### src/rtl/fpu_types_pkg.sv
// Shared FPU types: half-precision field widths, compare opcodes, operand class.
package fpu_types_pkg;
  localparam int HALF_FLOAT_W    = 16;
  localparam int HALF_EXPONENT_W = 5;
  localparam int HALF_FRACTION_W = 10;

  typedef enum logic [1:0] {
    FCMP_EQ  = 2'd0,
    FCMP_LT  = 2'd1,
    FCMP_LE  = 2'd2,
    FCMP_RSV = 2'd3
  } fcmp_op_t;

  typedef struct packed {
    logic is_nan;
    logic is_snan;
    logic is_zero;
    logic sign;
  } float_class_t;
endpackage

### src/rtl/float_compare_pipe_if.sv
// Operand/result stream plus flag control for the comparator.
interface float_compare_pipe_if #(
  parameter int FLOAT_WIDTH = 16
);
  logic                   in_valid;
  logic                   in_ready;
  logic [FLOAT_WIDTH-1:0] float1;
  logic [FLOAT_WIDTH-1:0] float2;
  logic [1:0]             op;
  logic                   out_valid;
  logic                   out_ready;
  logic                   result;
  logic                   invalid;
  logic                   nv_sticky;
  logic                   clear_flags;

  modport master (
    output in_valid, float1, float2, op, out_ready, clear_flags,
    input  in_ready, out_valid, result, invalid, nv_sticky
  );

  modport slave (
    input  in_valid, float1, float2, op, out_ready, clear_flags,
    output in_ready, out_valid, result, invalid, nv_sticky
  );
endinterface

### src/rtl/float_compare_pipe_classify.sv
// Combinational IEEE operand classifier (NaN / sNaN / zero / sign).
module float_classify
  import fpu_types_pkg::*;
#(
  parameter int FLOAT_WIDTH    = HALF_FLOAT_W,
  parameter int EXPONENT_WIDTH = HALF_EXPONENT_W,
  parameter int FRACTION_WIDTH = HALF_FRACTION_W
) (
  input  logic [FLOAT_WIDTH-1:0] value,
  output float_class_t           cls
);
  logic [EXPONENT_WIDTH-1:0] exp_f;
  logic [FRACTION_WIDTH-1:0] frac_f;

  assign exp_f  = value[FLOAT_WIDTH-2 -: EXPONENT_WIDTH];
  assign frac_f = value[FRACTION_WIDTH-1:0];

  // Quiet NaNs carry a set fraction MSB; a NaN without it is signalling.
  always_comb begin
    cls         = '0;
    cls.is_nan  = (&exp_f) && (|frac_f);
    cls.is_snan = cls.is_nan && !frac_f[FRACTION_WIDTH-1];
    cls.is_zero = !(|exp_f) && !(|frac_f);
    cls.sign    = value[FLOAT_WIDTH-1];
  end
endmodule

### src/rtl/float_compare_pipe.sv
// Two-stage half-precision comparator: S1 holds operand classes and raw
// magnitude terms, S2 holds the final FEQ/FLT/FLE bit and its NV flag.
module float_compare_pipe
  import fpu_types_pkg::*;
#(
  parameter int FLOAT_WIDTH    = HALF_FLOAT_W,
  parameter int EXPONENT_WIDTH = HALF_EXPONENT_W,
  parameter int FRACTION_WIDTH = HALF_FRACTION_W
) (
  input logic                 CLK,
  input logic                 RST,
  float_compare_pipe_if.slave io
);
  localparam int MAG_W = EXPONENT_WIDTH + FRACTION_WIDTH;

  float_class_t cls_a, cls_b;

  float_classify #(
    .FLOAT_WIDTH(FLOAT_WIDTH), .EXPONENT_WIDTH(EXPONENT_WIDTH), .FRACTION_WIDTH(FRACTION_WIDTH)
  ) u_cls_a (.value(io.float1), .cls(cls_a));

  float_classify #(
    .FLOAT_WIDTH(FLOAT_WIDTH), .EXPONENT_WIDTH(EXPONENT_WIDTH), .FRACTION_WIDTH(FRACTION_WIDTH)
  ) u_cls_b (.value(io.float2), .cls(cls_b));

  logic [MAG_W-1:0] mag_a, mag_b;
  assign mag_a = io.float1[MAG_W-1:0];
  assign mag_b = io.float2[MAG_W-1:0];

  // S1 state
  logic         s1_valid_q, s1_valid_d;
  fcmp_op_t     s1_op_q, s1_op_d;
  float_class_t s1_cls_a_q, s1_cls_a_d, s1_cls_b_q, s1_cls_b_d;
  logic         s1_mag_lt_q, s1_mag_lt_d, s1_mag_eq_q, s1_mag_eq_d;
  // S2 state
  logic         s2_valid_q, s2_valid_d;
  logic         s2_result_q, s2_result_d, s2_invalid_q, s2_invalid_d;
  logic         nv_sticky_q, nv_sticky_d;

  logic s1_adv, s2_adv;
  assign s2_adv = !s2_valid_q || io.out_ready;
  assign s1_adv = !s1_valid_q || s2_adv;

  // S1 next state: capture classes and unsigned {exp,frac} compare terms.
  always_comb begin
    s1_valid_d  = s1_valid_q;
    s1_op_d     = s1_op_q;
    s1_cls_a_d  = s1_cls_a_q;
    s1_cls_b_d  = s1_cls_b_q;
    s1_mag_lt_d = s1_mag_lt_q;
    s1_mag_eq_d = s1_mag_eq_q;
    if (s1_adv) begin
      s1_valid_d = io.in_valid;
      if (io.in_valid) begin
        s1_op_d     = fcmp_op_t'(io.op);
        s1_cls_a_d  = cls_a;
        s1_cls_b_d  = cls_b;
        s1_mag_lt_d = mag_a < mag_b;
        s1_mag_eq_d = mag_a == mag_b;
      end
    end
  end

  // S2 next state: resolve the ordering and NV, plus sticky NV accumulation.
  logic any_nan, any_snan, both_zero, ord_eq, ord_lt, res_c, nv_c;
  always_comb begin
    any_nan   = s1_cls_a_q.is_nan || s1_cls_b_q.is_nan;
    any_snan  = s1_cls_a_q.is_snan || s1_cls_b_q.is_snan;
    both_zero = s1_cls_a_q.is_zero && s1_cls_b_q.is_zero;
    ord_eq    = both_zero || (s1_mag_eq_q && (s1_cls_a_q.sign == s1_cls_b_q.sign));
    if (both_zero)                              ord_lt = 1'b0;
    else if (s1_cls_a_q.sign != s1_cls_b_q.sign) ord_lt = s1_cls_a_q.sign;
    else if (!s1_cls_a_q.sign)                  ord_lt = s1_mag_lt_q;
    else                                        ord_lt = !s1_mag_lt_q && !s1_mag_eq_q;
    case (s1_op_q)
      FCMP_EQ: begin res_c = !any_nan && ord_eq;            nv_c = any_snan; end
      FCMP_LT: begin res_c = !any_nan && ord_lt;            nv_c = any_nan;  end
      FCMP_LE: begin res_c = !any_nan && (ord_lt || ord_eq); nv_c = any_nan;  end
      default: begin res_c = 1'b0;                          nv_c = 1'b1;     end
    endcase

    s2_valid_d   = s2_valid_q;
    s2_result_d  = s2_result_q;
    s2_invalid_d = s2_invalid_q;
    if (s2_adv) begin
      s2_valid_d = s1_valid_q;
      if (s1_valid_q) begin
        s2_result_d  = res_c;
        s2_invalid_d = nv_c;
      end
    end

    // A retiring NV beats a coincident clear.
    if (s2_valid_q && io.out_ready && s2_invalid_q) nv_sticky_d = 1'b1;
    else if (io.clear_flags)                        nv_sticky_d = 1'b0;
    else                                            nv_sticky_d = nv_sticky_q;
  end

  // Pipeline registers; reset drops any in-flight pairs.
  always_ff @(posedge CLK or posedge RST) begin
    if (RST) begin
      s1_valid_q   <= 1'b0;
      s1_op_q      <= FCMP_EQ;
      s1_cls_a_q   <= '0;
      s1_cls_b_q   <= '0;
      s1_mag_lt_q  <= 1'b0;
      s1_mag_eq_q  <= 1'b0;
      s2_valid_q   <= 1'b0;
      s2_result_q  <= 1'b0;
      s2_invalid_q <= 1'b0;
      nv_sticky_q  <= 1'b0;
    end else begin
      s1_valid_q   <= s1_valid_d;
      s1_op_q      <= s1_op_d;
      s1_cls_a_q   <= s1_cls_a_d;
      s1_cls_b_q   <= s1_cls_b_d;
      s1_mag_lt_q  <= s1_mag_lt_d;
      s1_mag_eq_q  <= s1_mag_eq_d;
      s2_valid_q   <= s2_valid_d;
      s2_result_q  <= s2_result_d;
      s2_invalid_q <= s2_invalid_d;
      nv_sticky_q  <= nv_sticky_d;
    end
  end

  assign io.in_ready  = s1_adv;
  assign io.out_valid = s2_valid_q;
  assign io.result    = s2_result_q;
  assign io.invalid   = s2_invalid_q;
  assign io.nv_sticky = nv_sticky_q;
endmodule

### src/flat_wrapper.sv
// flat-port wrapper written by rule: the top's interface ports become plain ports
module float_compare_pipe_flat import fpu_types_pkg::*;
#(
  parameter int FLOAT_WIDTH    = HALF_FLOAT_W,
  parameter int EXPONENT_WIDTH = HALF_EXPONENT_W,
  parameter int FRACTION_WIDTH = HALF_FRACTION_W
)
  (CLK, RST, io_in_valid, io_float1, io_float2, io_op, io_out_ready, io_clear_flags, io_in_ready, io_out_valid, io_result, io_invalid, io_nv_sticky);
  float_compare_pipe_if #(.FLOAT_WIDTH(FLOAT_WIDTH)) io_i ();
  input logic CLK;
  input logic RST;
  input wire logic [$bits(io_i.in_valid)-1:0] io_in_valid;
  input wire logic [$bits(io_i.float1)-1:0] io_float1;
  input wire logic [$bits(io_i.float2)-1:0] io_float2;
  input wire logic [$bits(io_i.op)-1:0] io_op;
  input wire logic [$bits(io_i.out_ready)-1:0] io_out_ready;
  input wire logic [$bits(io_i.clear_flags)-1:0] io_clear_flags;
  output wire logic [$bits(io_i.in_ready)-1:0] io_in_ready;
  output wire logic [$bits(io_i.out_valid)-1:0] io_out_valid;
  output wire logic [$bits(io_i.result)-1:0] io_result;
  output wire logic [$bits(io_i.invalid)-1:0] io_invalid;
  output wire logic [$bits(io_i.nv_sticky)-1:0] io_nv_sticky;
  assign io_i.in_valid = io_in_valid;
  assign io_i.float1 = io_float1;
  assign io_i.float2 = io_float2;
  assign io_i.op = io_op;
  assign io_i.out_ready = io_out_ready;
  assign io_i.clear_flags = io_clear_flags;
  assign io_in_ready = io_i.in_ready;
  assign io_out_valid = io_i.out_valid;
  assign io_result = io_i.result;
  assign io_invalid = io_i.invalid;
  assign io_nv_sticky = io_i.nv_sticky;
  float_compare_pipe #(.FLOAT_WIDTH(FLOAT_WIDTH), .EXPONENT_WIDTH(EXPONENT_WIDTH), .FRACTION_WIDTH(FRACTION_WIDTH)) u_core (.CLK(CLK), .RST(RST), .io(io_i));
endmodule
### config.mk
export PLATFORM = sky130hd
export DESIGN_NAME = float_compare_pipe_flat
export DESIGN_NICKNAME = d
export VERILOG_FILES = /design/src/rtl/fpu_types_pkg.sv /design/src/rtl/float_compare_pipe_if.sv /design/src/rtl/float_compare_pipe_classify.sv /design/src/rtl/float_compare_pipe.sv /design/src/flat_wrapper.sv
export SDC_FILE = /design/constraint.sdc
export NUM_CORES = 1
export LEC_CHECK = 0
export ABC_AREA = 1
export CELL_PAD_IN_SITES_DETAIL_PLACEMENT = 2
export CELL_PAD_IN_SITES_GLOBAL_PLACEMENT = 2
export CORE_ASPECT_RATIO = 1.2
export CORE_MARGIN = 5
export CORE_UTILIZATION = 24
export CTS_CLUSTER_SIZE = 10
export DETAILED_ROUTE_END_ITERATION = 8
export GPL_TIMING_DRIVEN = 0
export PLACE_DENSITY_LB_ADDON = 0.1
export SETUP_SLACK_MARGIN = 0.4
export SLEW_MARGIN = 20
export SYNTH_ARGS = -nofsm -noshare
export SYNTH_HDL_FRONTEND = slang
export SYNTH_SLANG_ARGS = --single-unit
### constraint.sdc
create_clock -name CLK -period 1.5 [get_ports CLK]
set_input_delay 0.3 -clock CLK [delete_from_list [all_inputs] [get_ports CLK]]
set_output_delay 0.3 -clock CLK [all_outputs]
set_load 0.05 [all_outputs]
## Yosys cells after proc, flatten, opt, wreduce, memory -nomap -nowiden

Cells that the tools add are included.
Widths: inputs -> output; s select.

| storage, ports and cells | value |
|---|---|
| register bits after elaboration | 17 |
| input port bits | 39 |
| output and inout bits | 5 |
| word-level logic and storage cells | 71 |

| cells by class | value |
|---|---|
| magnitude comparators | 1 |
| eq/ne operators | 5 |
| multiplexer cells | 7 |
| reduce and logical (&&, ||, !) cells | 42 |

Operator list:

| cell | count |
|---|---|
| $reduce_or 10->1 | 2 |
| $eq 15x15->1 | 1 |
| $lt 15x15->1 | 1 |
| $logic_and 1x1->1 | 14 |
| $logic_not 1->1 | 11 |
| $reduce_and 5->1 | 2 |
| $reduce_or 5->1 | 2 |
| $logic_or 1x1->1 | 6 |
| $mux 1 | 5 |
| $reduce_and 2->1 | 2 |
| $pmux 1 s3 | 1 |
| $eq 2x1->1 const B | 1 |
| $eq 2x2->1 const B | 1 |
| $logic_not 2->1 | 1 |
| $pmux 1 s2 | 1 |
| $reduce_bool 2->1 | 1 |
| $reduce_or 2->1 | 1 |
| $eq 1x1->1 | 1 |
| $ne 1x1->1 | 1 |

## Logic depth before layout (Yosys ltp)

Gate-level depths: netlist of the first run.

| logic depth | value |
|---|---|
| depth in word-level cells | 8 |
| gate-level depth with buffers | 11 |
| mapped depth without buffers | 11 |

## Modules after synthesis

From an unflattened synthesis of the first run, not the netlist that was laid out.

| second synthesis, totals | value |
|---|---|
| cells, all modules | 204 |
| area total of the unflattened synthesis | 1393.8 sq um |

By module, submodules not included:

| module | instances | cells each | area an instance (sq um) | seq. area each (sq um) |
|---|---|---|---|---|
| float_compare_pipe | 1 | 168 | 1238.7 | 425.4 |
| float_classify | 2 | 18 | 77.6 | 0.0 |

## Worst setup path after synthesis of the first run

OpenSTA, ideal clock, no wires.

| timing path | value |
|---|---|
| path type | register to register |
| from | register u_core.s2_valid_q, in the netlist u_core.io.out_valid |
| to | register u_core.s1_cls_b_q[2] in the netlist's numbering |
| library setup time | 0.117 ns |
| arrival time | 1.403 ns |
| slack | -0.020 ns |
| cell stages (with the launch flop) | 7 |
| period minus slack after synthesis | 1.520 ns |
| cell sequence | dfrtp_1 > nand3_4 > nand2_4 > buf_6 > nor3_4 > nand3_1 > nand2_1 |

| on the way | value |
|---|---|
| longest elaborated chain between the ends | 4 |

Ends and longest elaborated chain:

| item | RTL line | RTL |
|---|---|---|
| start, declared | float_compare_pipe.sv:36 | `logic s2_valid_q, s2_valid_d;` |
| start signal, assigned | float_compare_pipe.sv:119 | `s2_valid_q <= s2_valid_d;` |
| $logic_not 1->1 | float_compare_pipe.sv:41 | `assign s2_adv = !s2_valid_q \|\| io.out_ready;` |
| $logic_or 1x1->1 | float_compare_pipe.sv:41 |  |
| $logic_or 1x1->1 | float_compare_pipe.sv:42 | `assign s1_adv = !s1_valid_q \|\| s2_adv;` |
| via io_in_ready | flat_wrapper.sv:18 | `output wire logic [$bits(io_i.in_ready)-1:0] io_in_ready;` |
| $reduce_and 2->1 (no line) | - |  |
| end signal, assigned | float_compare_pipe.sv:116 | `s1_cls_b_q <= s1_cls_b_d;` |
| end, declared | float_compare_pipe.sv:33 | `float_class_t s1_cls_a_q, s1_cls_a_d, s1_cls_b_q, s1_cls_b_d;` |

The timed path passes the listed nets, and every way through them passes these cells.
A chain may end at the register's enable or synchronous reset.

## Worst setup path after layout of the first run

| timing path | value |
|---|---|
| from | register u_core.s1_valid_q |
| to | output port io_in_ready |

| on the way | value |
|---|---|
| longest elaborated chain between the ends | 2 |

Ends and longest elaborated chain:

| item | RTL line | RTL |
|---|---|---|
| start, declared | float_compare_pipe.sv:31 | `logic s1_valid_q, s1_valid_d;` |
| start signal, assigned | float_compare_pipe.sv:113 | `s1_valid_q <= s1_valid_d;` |
| $logic_not 1->1 | float_compare_pipe.sv:42 |  |
| $logic_or 1x1->1 | float_compare_pipe.sv:42 |  |
| end, declared | flat_wrapper.sv:18 |  |

Every way passes these cells.

==> metrics.md, run 1 <==
| Metric | Value |
|---|---|
| Status | finished, final reports clean |
| Final worst slack | approximately 0.26 ns |
| H-tree Lvls | 1 |
| Routed WL | 4512 um |
| Gpl congestion | between 0.7 and 0.8 |
| Reg clk slew, reported paths | 0.07 ns |
| Drt wl/cell | 14.01 um |
| Crit path launch type | flip-flop |
| Worst Path Required | 1.20 ns |
| Via count | 1466 |
| DRC | 0 |
| Static Leak | roughly 1.1 nW |
| Starting DRT DRC Count | 36 |
| Initial Utilization | 0.2443 |
| First-pass GRT wire length | 7486 um |
| # fillers | 650 |
| CP Class | flip-flop to primary output |
| Register area share after synthesis | 0.3114 |
| Vias in the first global route | 1634 |
| Total die area | ~7300 um^2 |
| Layout cell share with drive strength beyond 1 | 0.4031 |
| Cell total after placement | 301 |
| Relative slew slack | 0.7303 |
| CP arrival | 0.94 ns |
| Antenna violations before repair | 0 |
| Post-route ant nets | 0 |
| Slowest library cell on the worst path | dfrtp_1 |
| Post-Syn Area | 1366 um^2 |
| Worst reg2reg setup slack | 0.32 ns |
| # IOs | 44 |
| Count of different cell masters after synthesis | 21 |
| Flops & latches, synth | 17 |
| Fin util | 0.4054 |
| Core area | between 5000 and 6000 um^2 |
| Tightest Hold Check Type | input port to flip-flop |
| Multi-input logic area | 1057 um^2 |
| Synth Area per Inst | 7.043 um^2 |
| Fin crit share | 0.8282 |
| MaxCap Viol Count | 0 |
| Worst-Margin Slew | 0.4036 ns |
| Gr usage total | 0.1285 |
| Fin Hold WS | 0.3616 ns |
| Final min period | 1.242 ns |
| Fmax | ~800 MHz |
| Synth warnings | 0 |
| CTS tree | done |
| Layout Skew | 0.005602 ns |
| Syn Inst Count | 194 |
| RSZ-0062 raised after global routing | yes |
| Fin. Hold Viols | 0 |
| CTS root buffer | clkbuf_8 |
| CP cell instances | nand3_4 -> buf_8 |
| Cell Pwr Density | 751.3 nW/um^2 |
| Bufs on Longest Clock Path | 2 |
| Area growth, synth to finish | 65.93% |
| Largest area contributor in the netlist | dfrtp_1 |
| Reg area | 426.7 um^2 |
| Mapped Nets | 252 |
| Max incr delay on CP | a little over 0.4 ns |
| Synth top area cells | dfrtp_1, nand2_1, ha_1 |
| Nets | 317 |
| Max Slew Vio Count | 0 |
| Final setup vio count | 0 |
| IO Port Bufs | between 40 and 50 |
| Pre-CTS setup slack | -0.5370 ns |
| Largest net degree at the start of global routing | 18 |
| DP HPWL | between 3000 and 4000 um |
| Pre-antenna DRT Iters | 2 |
| Clock Latency Late Sink | 0.25 ns |
| Yosys top cell area share | 0.3114 |
| Die Wd | 78.88 um |
| Final Non-Filler Cells | roughly 320 |
| CTS Sinks | 17 |
| Crit path capture type | primary output |
| FP Rows | 30 |
| Antenna cells | 0 |
| Congestion Overflow GR | 0 |
| Critical-path maximum fanout | 3 |
| Number of vias per cell | 4.553 |
| Max VDD drop | about 280 uV |
| Clock buffer count from CTS | 3 |
| Die height | 92.65 um |
[placed cells by master (no fill, tap or decap), types with 4 or more instances in the layout]
| master | count |
|---|---|
| clkbuf_2 | 7 |
| ha_4 | 14 |
| clkdlybuf4s50_1 | 6 |
| nor2_2 | 4 |
| inv_2 | 18 |
| buf_2 | 11 |
| nand2_4 | 4 |
| buf_6 | 4 |
| o21ai_1 | 7 |
| ha_1 | 5 |
| buf_4 | 15 |
| nand2_1 | 58 |
| clkdlybuf4s15_1 | 7 |
| nand3_1 | 10 |
| nor2_1 | 7 |
| inv_1 | 17 |
| dfrtp_1 | 16 |
| dlygate4sd2_1 | 5 |
[layer usage]
layer | wire length [um] | vias up | global-route usage
li1 | - | 740 | -
met1 | 1787 | 701 | 0.1428
met2 | 2583 | 23 | 0.2521
met3 | 103 | 2 | 0.009728
met4 | 38 | 0 | 0.04298
met5 | 0 | - | 0
[stage by stage]
step | area [um^2] | power (W) | TNS, ns
final | 2267 | 0.001703 | 0
after global routing | 2267 | 0.001826 | 0
after CTS | 2238 | 0.001684 | 0
after detailed placement | 1891 | 0.001176 | -1.520
after global placement | 1891 | 0.001162 | -1.364
after floorplan | 1380 | 0.0009103 | 0
[final cells by class]
type,count,area share
clock buffers,4,0.01987
plain buffers,2,0.01159
flip-flops and latches,17,0.1882
well taps,64,0.03532
inverters,37,0.06402
repair buffers,60,0.2147
multi-input cells,138,0.4663
[Yosys cell counts]
cell type	instances
nor2_1	12
nor3_4	1
nor4_1	1
nand2_4	1
nand3_4	1
dfrtp_1	17
o21a_1	1
ha_1	19
nand3b_1	1
nor3_1	5
nand3_1	13
o21ai_0	5
or2_1	1
nand2_1	64
nand4_1	2
inv_2	2
inv_1	35
a31oi_1	1
buf_6	2
o21ai_1	5
a21oi_1	5
[registers in the layout (all words and copies together), names as in the netlist]
register,flops
u_core.s1_mag_eq_q,1
u_core.s1_op_q,2
u_core.s1_cls_b_q,4
u_core.io.out_valid,1
u_core.s1_mag_lt_q,1
u_core.s1_valid_q,1
u_core.io.result,1
u_core.io.invalid,1
u_core.s1_cls_a_q,4
u_core.io.nv_sticky,1
[final timing paths]
check / from / end / depth (start not counted)
max: u_core.s1_valid_q / io_in_ready / 2
min: io_float1[9] / u_core.s1_cls_a_q[2] / 4
max reg2reg: u_core.io.out_valid / u_core.io.result / 6
min reg2reg: u_core.s1_cls_b_q[2] / u_core.s1_cls_b_q[2] / 2
max in group asynchronous: RST / u_core.io.out_valid / 2
min in group asynchronous: RST / u_core.io.result / 2
[power by group]
group	leakage [nW]	switching (W)	internal (W)
registers	0.219	0.0000462	0.000513
clock network	0.0228	0.000162	0.000188
logic	0.880	0.000427	0.000367
total	1.12	0.000635	0.00107
[cell families after synthesis]
kind of cell | Yosys count | synth area share
and+or+nand+nor | 102 | 0.3315
buffers and inverters | 39 | 0.1181
adders and majority gates | 19 | 0.1740
AOI/OAI and AO/OA | 17 | 0.06501
DFF | 17 | 0.3114
[critical path: cells and delay by family, from the launching register on]
family	cells	cell delay, ns
flip-flops	1	0.41
buffers and inverters	1	0.15
AND/OR/NAND/NOR	1	0.13
[repair_timing]
item                                   CTS  global route
setup endpoints to repair               19            20
setup buffers                           13             3
resized for setup                      157            26
pin swaps                               35            16
endpoints found under the hold margin    0             0
gates cloned                             1             0
hold buffers                             0             0
No activity file was read; power rests on OpenSTA's default activity.
==> run 2: changes to the inputs <==
==> constraint.sdc (replaced) <==
create_clock -name CLK -period 1.2 [get_ports CLK]
set_input_delay 0.24 -clock CLK [delete_from_list [all_inputs] [get_ports CLK]]
set_output_delay 0.24 -clock CLK [all_outputs]
set_load 0.05 [all_outputs]
==> run 2 against run 1 <==
The run now ends with negative setup slack left. Clock power rose by 26%. Sequential power rose by 27%. Final cell count fell by 0.93%. Global-route usage barely moved. First-iteration DRC count fell by 83%. Largest cell class unchanged. Setup slack got worse by 0.27 ns. Critical endpoint unchanged. Via count fell by 1.3%. Non-clock buffer count fell by 3.
==> metrics.md, run 2 (synthesis results as in run 1) <==
| Metric | Value |
|---|---|
| Status | complete, but fails checks |
| Violated checks | negative setup slack |
| Fin crit share | 1.007 |
| Final worst slack | -0.008528 ns (-0.2663 ns) |
| Clock Latency Late Sink | 0.26 ns (about the same) |
| Critical path buffer and inverter count | 1 (unchanged) |
| Total die area | 7308 um^2 (unchanged) |
| Worst-Margin Slew | 0.3979 ns (-0.005702 ns) |
| Area growth, synth to finish | 72.80% |
| Bufs on Longest Clock Path | 2 (unchanged) |
| Final setup vio count | 1 (+1) |
| Most frequent cells in the layout | nand2_1, inv_2, ha_4, buf_2 |
| CP cell instances | nand3_4 -> buf_8 |
| Clock buffer count from CTS | 3 (unchanged) |
| IO Port Bufs | 43 (unchanged) |
| FF-to-FF Start | u_core.s1_op_q[1] |
| Reg2reg path depth | 7 (+1) |
| Reg clk slew, reported paths | 0.07 ns (about the same) |
| CTS tree | done |
| MaxCap Viol Count | 0 (unchanged) |
| Drt wl/cell | 14.17 um (+1.1%) |
| Antenna cells | 0 (unchanged) |
| Max incr delay on CP | 0.41 ns (about the same) |
| Number of vias per cell | 4.536 (-0.37%) |
| Max VDD drop | 399.5 uV (+45%) |
| CTS root buffer | clkbuf_8 |
| Congestion Overflow GR | 0 (unchanged) |
| CP Class | flip-flop to primary output |
| Critical-path maximum fanout | 3 (unchanged) |
| Worst path top cell family by delay | flip-flops |
| Tightest Hold Check Type | input port to flip-flop |
| Die height | 92.65 um (unchanged) |
| Starting DRT DRC Count | 6 (-83%) |
| DRC | 0 (unchanged) |
| # fillers | 627 (-3.5%) |
| Layout cell share with drive strength beyond 1 | 0.4510 (+0.04788) |
| Hold Crit Endpoint | u_core.s1_cls_b_q[1] |
| Initial Utilization | 0.2443 (unchanged) |
| CP arrival | 0.97 ns (+0.03 ns) |
| Hold-critical path depth | 4 (unchanged) |
| Die Wd | 78.88 um (unchanged) |
| Post-route ant nets | 0 (unchanged) |
| Commonest non-fill, non-tap cell in the layout | nand2_1 |
| Cell Pwr Density | 921.4 nW/um^2 (+23%) |
| Cts hold-fix bufs | 0 (unchanged) |
| Relative slew slack | 0.7342 (+0.003809) |
| Top Registers | u_core.s1_cls_a_q x4, u_core.s1_cls_b_q x4, u_core.s1_op_q x2 |
| DP HPWL | 3528 um (-0.34%) |
| Antenna violations before repair | 0 (unchanged) |
| Worst reg2reg setup slack | 0.04 ns (-0.28 ns) |
| CTS Sinks | 17 (unchanged) |
| Multi-input logic area | 1082 um^2 (+2.4%) |
| Gr usage total | 0.1288 (+0.0002537) |
| Vias in the first global route | 1620 (-0.86%) |
| Pre-antenna DRT Iters | 3 (+1) |
| # IOs | 44 (unchanged) |
| Fmax | 827.5 MHz |
| Pre-CTS setup slack | -0.7156 ns (-0.1786 ns) |
| Worst Path Required | 0.96 ns (-0.24 ns) |
| Largest net degree at the start of global routing | 18 (unchanged) |
| Gpl congestion | 0.7379 (+0.71%) |
| Crit path launch type | flip-flop |
| Max Slew Vio Count | 0 (unchanged) |
| Routed WL | 4520 um (+0.18%) |
| Crit Reg-Reg Endpoint | u_core.io.result |
| Layout Skew | 0.001496 ns (-0.004106 ns) |
| Fin util | 0.4221 (+0.01678) |
| Slowest library cell on the worst path | dfrtp_1 |
| Hold path startpoint | io_float2[14] |
| Fin. Hold Viols | 0 (unchanged) |
| Via count | 1447 (-1.3%) |
| Static Leak | 1.138 nW (+1.5%) |
| Core area | 5593 um^2 (unchanged) |
| H-tree Lvls | 1 (unchanged) |
| Final min period | roughly 1.2 ns |
| RSZ-0062 raised after global routing | yes |
| First-pass GRT wire length | 7500 um (+0.19%) |
| Crit path capture type | primary output |
| Nets | 314 (-0.95%) |
| FP Rows | 30 (unchanged) |
| Reg area | 430.4 um^2 (+0.88%) |
run 2: power by group:
| part | internal, W | leakage (nW) | switching, W |
|---|---|---|---|
| combinational | 0.000493 | 0.898 | 0.000530 |
| sequential | 0.000647 | 0.215 | 0.0000659 |
| clock | 0.000231 | 0.0255 | 0.000209 |
| total | 0.00137 | 1.14 | 0.000805 |
run 2: area by class of cell:
type | instances | area share
Clock inverter | 1 | 0.002120
Timing Repair Buffer | 57 | 0.2305
Tap cell | 64 | 0.03392
Sequential cell | 17 | 0.1823
Buffer | 2 | 0.01272
Inverter | 37 | 0.06253
Clock buffer | 3 | 0.01749
Multi-Input combinational cell | 138 | 0.4584
run 2: worst max path at each step:
stage | from | to | slack [ns] | depth (start not counted)
2_1_floorplan | u_core.io.out_valid | u_core.s1_cls_b_q[1] | -0.12 | 6
3_3_place_gp | io_out_ready | io_in_ready | -0.72 | 4
3_5_place_dp | io_out_ready | io_in_ready | -0.72 | 4
4_1_cts | u_core.io.out_valid | io_in_ready | 0.005 | 2
5_1_grt | u_core.io.out_valid | io_in_ready | -0.05 | 2
6_report | u_core.s1_valid_q | io_in_ready | -0.009 | 2
run 2: metal layers:
layer | track usage | share of wire | up-vias
li1 | - | - | 729
met1 | 0.1400 | 0.39 | 684
met2 | 0.2542 | 0.57 | 30
met3 | 0.01362 | 0.030 | 4
met4 | 0.04155 | 0.011 | 0
met5 | 0 | 0 | -
run 2: repair_timing:
action	4_1_cts	5_1_grt
endpoints found under the setup margin	38	22
gates cloned	2	0
resized for setup	191	19
pin swaps	37	5
endpoints found under the hold margin	0	0
buffers inserted	8	4
run 2: tightest hold or removal path: cells and delay by family:
kind	cells	cell delay, ns
AO/OA/AOI/OAI	1	0.06
AND/OR/NAND/NOR	1	0.08
buffers and inverters	2	0.15
run 2: through the flow:
stage | std cells | hold WS (ns) | power (W) | cell area, um^2 | TNS [ns]
6_report | 319 | 0.3091 | 0.002175 | 2361 | -0.008528
5_1_grt | 319 | 0.3183 | 0.002336 | 2361 | -0.1539
4_1_cts | 315 | 0.2986 | 0.002107 | 2256 | 0
3_5_place_dp | 301 | 0.4769 | 0.001473 | 1894 | -5.758
3_3_place_gp | 301 | 0.4637 | 0.001459 | 1894 | -5.282
2_1_floorplan | 194 | 0.1658 | 0.001145 | 1384 | -1.023
==> run 3: changes to the inputs <==
--- a/config.mk
+++ b/config.mk
@@ -6,6 +6,7 @@
 export NUM_CORES = 1
 export LEC_CHECK = 0
 export ABC_AREA = 1
+export ABC_CLOCK_PERIOD_IN_PS = 1200
 export CELL_PAD_IN_SITES_DETAIL_PLACEMENT = 2
 export CELL_PAD_IN_SITES_GLOBAL_PLACEMENT = 2
 export CORE_ASPECT_RATIO = 1.2
==> results of run 3 <==
The final DEF is identical to that of run 2; final timing and power are the same.
==> variant 1: new RTL, config.mk and constraints of run 1 <==
Reset style: synchronous (`RST`), changed in one clocked block.
--- a/src/rtl/float_compare_pipe.sv
+++ b/src/rtl/float_compare_pipe.sv
@@ -97,7 +97,7 @@
   end
 
   // Pipeline registers; reset drops any in-flight pairs.
-  always_ff @(posedge CLK or posedge RST) begin
+  always_ff @(posedge CLK) begin
     if (RST) begin
       s1_valid_q   <= 1'b0;
       s1_op_q      <= FCMP_EQ;
Function: differs if RST is asserted again (counterexample within 4 cycles, from zero or initial values and one cycle with RST high); with RST held inactive, the same outputs for 10 cycles.
==> variant 1 against run 1 <==
- worst hold slack improved by 0.0090 ns
- fmax up 1.3%
- sequential cell count is the same
- total power down 17%
- routed wire length grew 12%
- core utilization grew 3.0 points
- worst setup slack improved by 0.016 ns
- sequential power down 12%
- synthesized cell count is 2.1% lower
- critical path depth increased by 4
- first-iteration DRC count decreased by 33%
- synthesized area fell by 0.64%
- final area increased by 7.3%
- critical endpoint is now u_core.io.invalid
- largest cell class unchanged
- largest power group unchanged
==> variant 1: results (changes against run 1) <==
* Arr. time, crit path at 1.39 ns (was 0.94 ns)
* Synth top area cells: dfxtp_1 25%, ha_1 18%, nand2_1 11% (was dfrtp_1 31%, nand2_1 18%, ha_1 17%)
* Status: finished, final reports clean (unchanged)
* Max VDD drop at 0.000292 V (was 0.000276 V)
* TritonCTS buffer count at 3 (unchanged)
* Hpwl dp at 3870 um (was 3540 um)
* Global-route wire length before repair at 8490 um (was 7490 um)
* Hold WS at 0.371 ns (was 0.362 ns)
* Vias per cell at 4.78 (was 4.55)
* Hold Startpoint: io_float2[14] (was io_float1[9])
* Filler cell count at 611 (was 650)
* Post-synthesis cell type count at 24 (was 21)
* Drt pass-1 iters at 3 (was 2)
* DP Cell Count at 297 (was 301)
* Ant diodes at 0 (unchanged)
* Sequential share of the synthesized area at 0.251 (was 0.311)
* Share of cells above drive strength 1 at 0.583 (was 0.403)
* Gr usage total at 0.147 (was 0.129)
* Clk_skew at 0.00407 ns (was 0.00560 ns)
* Routability cong. at 0.811 (was 0.733)
* Rel. slew slack at 0.699 (was 0.730)
* Vias in the first global route at 1,772 (was 1,634)
* Avg Cell Area, Syn at 7.15 um2 (was 7.04 um2)
* Setup slack, reg-to-reg at 0.27 ns (was 0.32 ns)
* Most instantiated cells after synthesis: 39 x nand2_1, 33 x inv_1, 20 x ha_1 (was 64 x nand2_1, 35 x inv_1, 19 x ha_1)
* Leakage power at 1.05 nW (was 1.12 nW)
* Non-Filler Instances at 323 (was 322)
* Largest net degree at the start of global routing at 11 (was 18)
* Synth async-reset ratio at 0 (was 1.00)
* Drt wl/cell at 15.6 um (was 14.0 um)
* Net Switching at 0.457 mW (was 0.635 mW)
* Syn_nets at 249 (was 252)
variant 1: path summary, 6_finish.rpt:
kind                                        endpoint  cells past startpoint
worst max-delay path               u_core.io.invalid                      6
worst min register to register  u_core.s1_cls_b_q[2]                      2
worst max register to register     u_core.io.invalid                      6
worst min-delay path            u_core.s1_cls_b_q[1]                      4
variant 1: stage by stage:
step	cell area (um2)	setup slack [ns]	setup TNS, ns	power, mW
3_5_place_dp	2000	-0.584	-2.23	0.919
3_3_place_gp	2000	-0.571	-2.00	0.898
5_1_grt	2430	0.180	0	1.50
4_1_cts	2340	0.279	0	1.39
6_report	2430	0.274	0	1.41
2_1_floorplan	1490	0.328	0	0.713
variant 1: kinds of logic (layout without fill, tap and decap cells):
family | Yosys count | in the layout | share of synthesized area
AND/OR/NAND/NOR | 83 | 83 | 0.306
buffers and inverters | 36 | 105 | 0.112
adder cells (fa/ha/maj) | 20 | 20 | 0.184
AO/OA/AOI/OAI | 34 | 34 | 0.147
flip-flops | 17 | 17 | 0.251
variant 1: area by class of cell:
class | count | share of cell area
Multi-Input combinational cell | 137 | 0.487
Timing Repair Buffer | 65 | 0.243
Sequential cell | 17 | 0.147
Inverter | 34 | 0.0617
Tap cell | 64 | 0.0329
Clock buffer | 4 | 0.0185
Buffer | 2 | 0.0103
variant 1: repair_timing:
| item | in CTS | in global routing |
|---|---|---|
| gates resized for setup | 218 | 28 |
| setup buffers | 18 | 3 |
| gates cloned | 1 | 0 |
| endpoints found under the setup margin | 20 | 20 |
| pin swaps | 44 | 21 |
variant 1: power groups by stage:
stage               Combinational, mW  Sequential, mW  Clock [mW]
finish                          0.565           0.494       0.348
global route                    0.623           0.497       0.378
CTS                             0.533           0.493       0.360
detailed placement              0.416           0.503           0
global placement                0.397           0.501           0
floorplan                       0.200           0.513           0
variant 1: critical path, stage by stage, from the launching register on:
cell and delay, ns:
dfxtp_4 0.38, inv_4 0.05, ha_4 0.26, buf_4 0.10
buf_6 0.08, nand2_2 0.05, a311oi_2 0.23
variant 1: layer usage:
layer | vias to the layer above | share of wire | GRT usage
met5 | - | 0 | 0
met4 | 0 | 0.0046 | 0.0321
met3 | 2 | 0.021 | 0.0175
met2 | 27 | 0.60 | 0.310
met1 | 749 | 0.38 | 0.147
li1 | 765 | - | -
==> variant 2: new RTL, flow settings as in run 1 <==
Made on the original files. The package constant `HALF_FRACTION_W` goes from 10 to 11.
--- a/src/rtl/fpu_types_pkg.sv
+++ b/src/rtl/fpu_types_pkg.sv
@@ -2,7 +2,7 @@
 package fpu_types_pkg;
   localparam int HALF_FLOAT_W    = 16;
   localparam int HALF_EXPONENT_W = 5;
-  localparam int HALF_FRACTION_W = 10;
+  localparam int HALF_FRACTION_W = 11;
 
   typedef enum logic [1:0] {
     FCMP_EQ  = 2'd0,
Function: changed (Yosys sat finds a counterexample within 4 cycles, from zero or initial values and one cycle with RST high).
==> variant 2 against run 1 <==
- worst hold slack better by 0.032 ns
- final area is 0.55% higher
- worst setup slack worse by 0.0032 ns
- synthesized area is 2.7% lower
- final cell count is 5.0% lower
- sequential cell count stayed put
- routed wire length is 6.8% higher
- total power is 0.68% lower
- critical endpoint unchanged
- largest cell class unchanged
- largest power group unchanged
==> variant 2: results (changes against run 1) <==
* Status: finished, final reports clean (unchanged)
* Reg-to-Reg End: u_core.s1_mag_lt_q (was u_core.io.result)
* Area occupied by multi-input gates at 991 um2 (was 0.00106 mm2)
* Clk_skew at 0.00435 ns (was 0.00560 ns)
* Area growth from synthesis to layout at 71.6% (was 65.9%)
* Syn Inst Count at 177 (was 194)
* GR Layer Usage met3 at 0.0188 (was 0.00973)
* Buffering overhead at 0.266 (was 0.226)
* Global-route wire length before repair at 8110 um (was 7490 um)
* Via count at 1,453 (was 1,466)
* M2 GR Usage at 0.279 (was 0.252)
* R2r worst-path depth at 8 (was 6)
* Drt wl/cell at 15.7 um (was 14.0 um)
* Sequential fraction of total cell area at 0.187 (was 0.188)
* Worst hold-check path type: in2async (was in2reg)
* Filler cell count at 594 (was 650)
* M1 GR Usage at 0.143 (about the same)
* Setup slack, reg-to-reg at 0.29 ns (was 0.32 ns)
* Routability cong. at 0.832 (was 0.733)
* Final WL at 4820 um (was 4510 um)
* Hpwl dp at 3810 um (was 3540 um)
* Util after Layout at 0.427 (was 0.405)
* Non-clk bufs at 64 (was 62)
* DP Cell Count at 282 (was 301)
* Leakage power at 1.09 nW (was 1.12 nW)
variant 2: cell types whose count changed after synthesis, moves of 3 or more:
| cell | run 1 | this run |
|---|---|---|
| inv_1 | 35 | 31 |
| nand4_1 | 2 | 6 |
| nand3_1 | 13 | 9 |
| nor2_1 | 12 | 16 |
| a21o_1 | 0 | 3 |
| nand2_1 | 64 | 45 |
variant 2: layer usage:
metal	vias up	share of wire
li1	706	-
met1	703	0.35
met2	34	0.59
met3	10	0.033
met4	0	0.024
met5	-	0
variant 2: what timing repair did:
item | CTS | global route
gates cloned | 1 | 0
setup buffers | 13 | 6
pin swaps | 27 | 12
resized for setup | 124 | 24
setup endpoints to repair | 20 | 19
variant 2: worst max-delay path: stages (launching register included):
cell and delay (ns):
dfrtp_2 0.44, nand3_4 0.10, buf_8 0.15
variant 2: report_power, final:
group	internal [mW]	switching (mW)	total, mW
registers	0.512	0.0520	0.564
logic	0.365	0.415	0.780
clock network	0.188	0.159	0.348
total	1.07	0.626	1.69
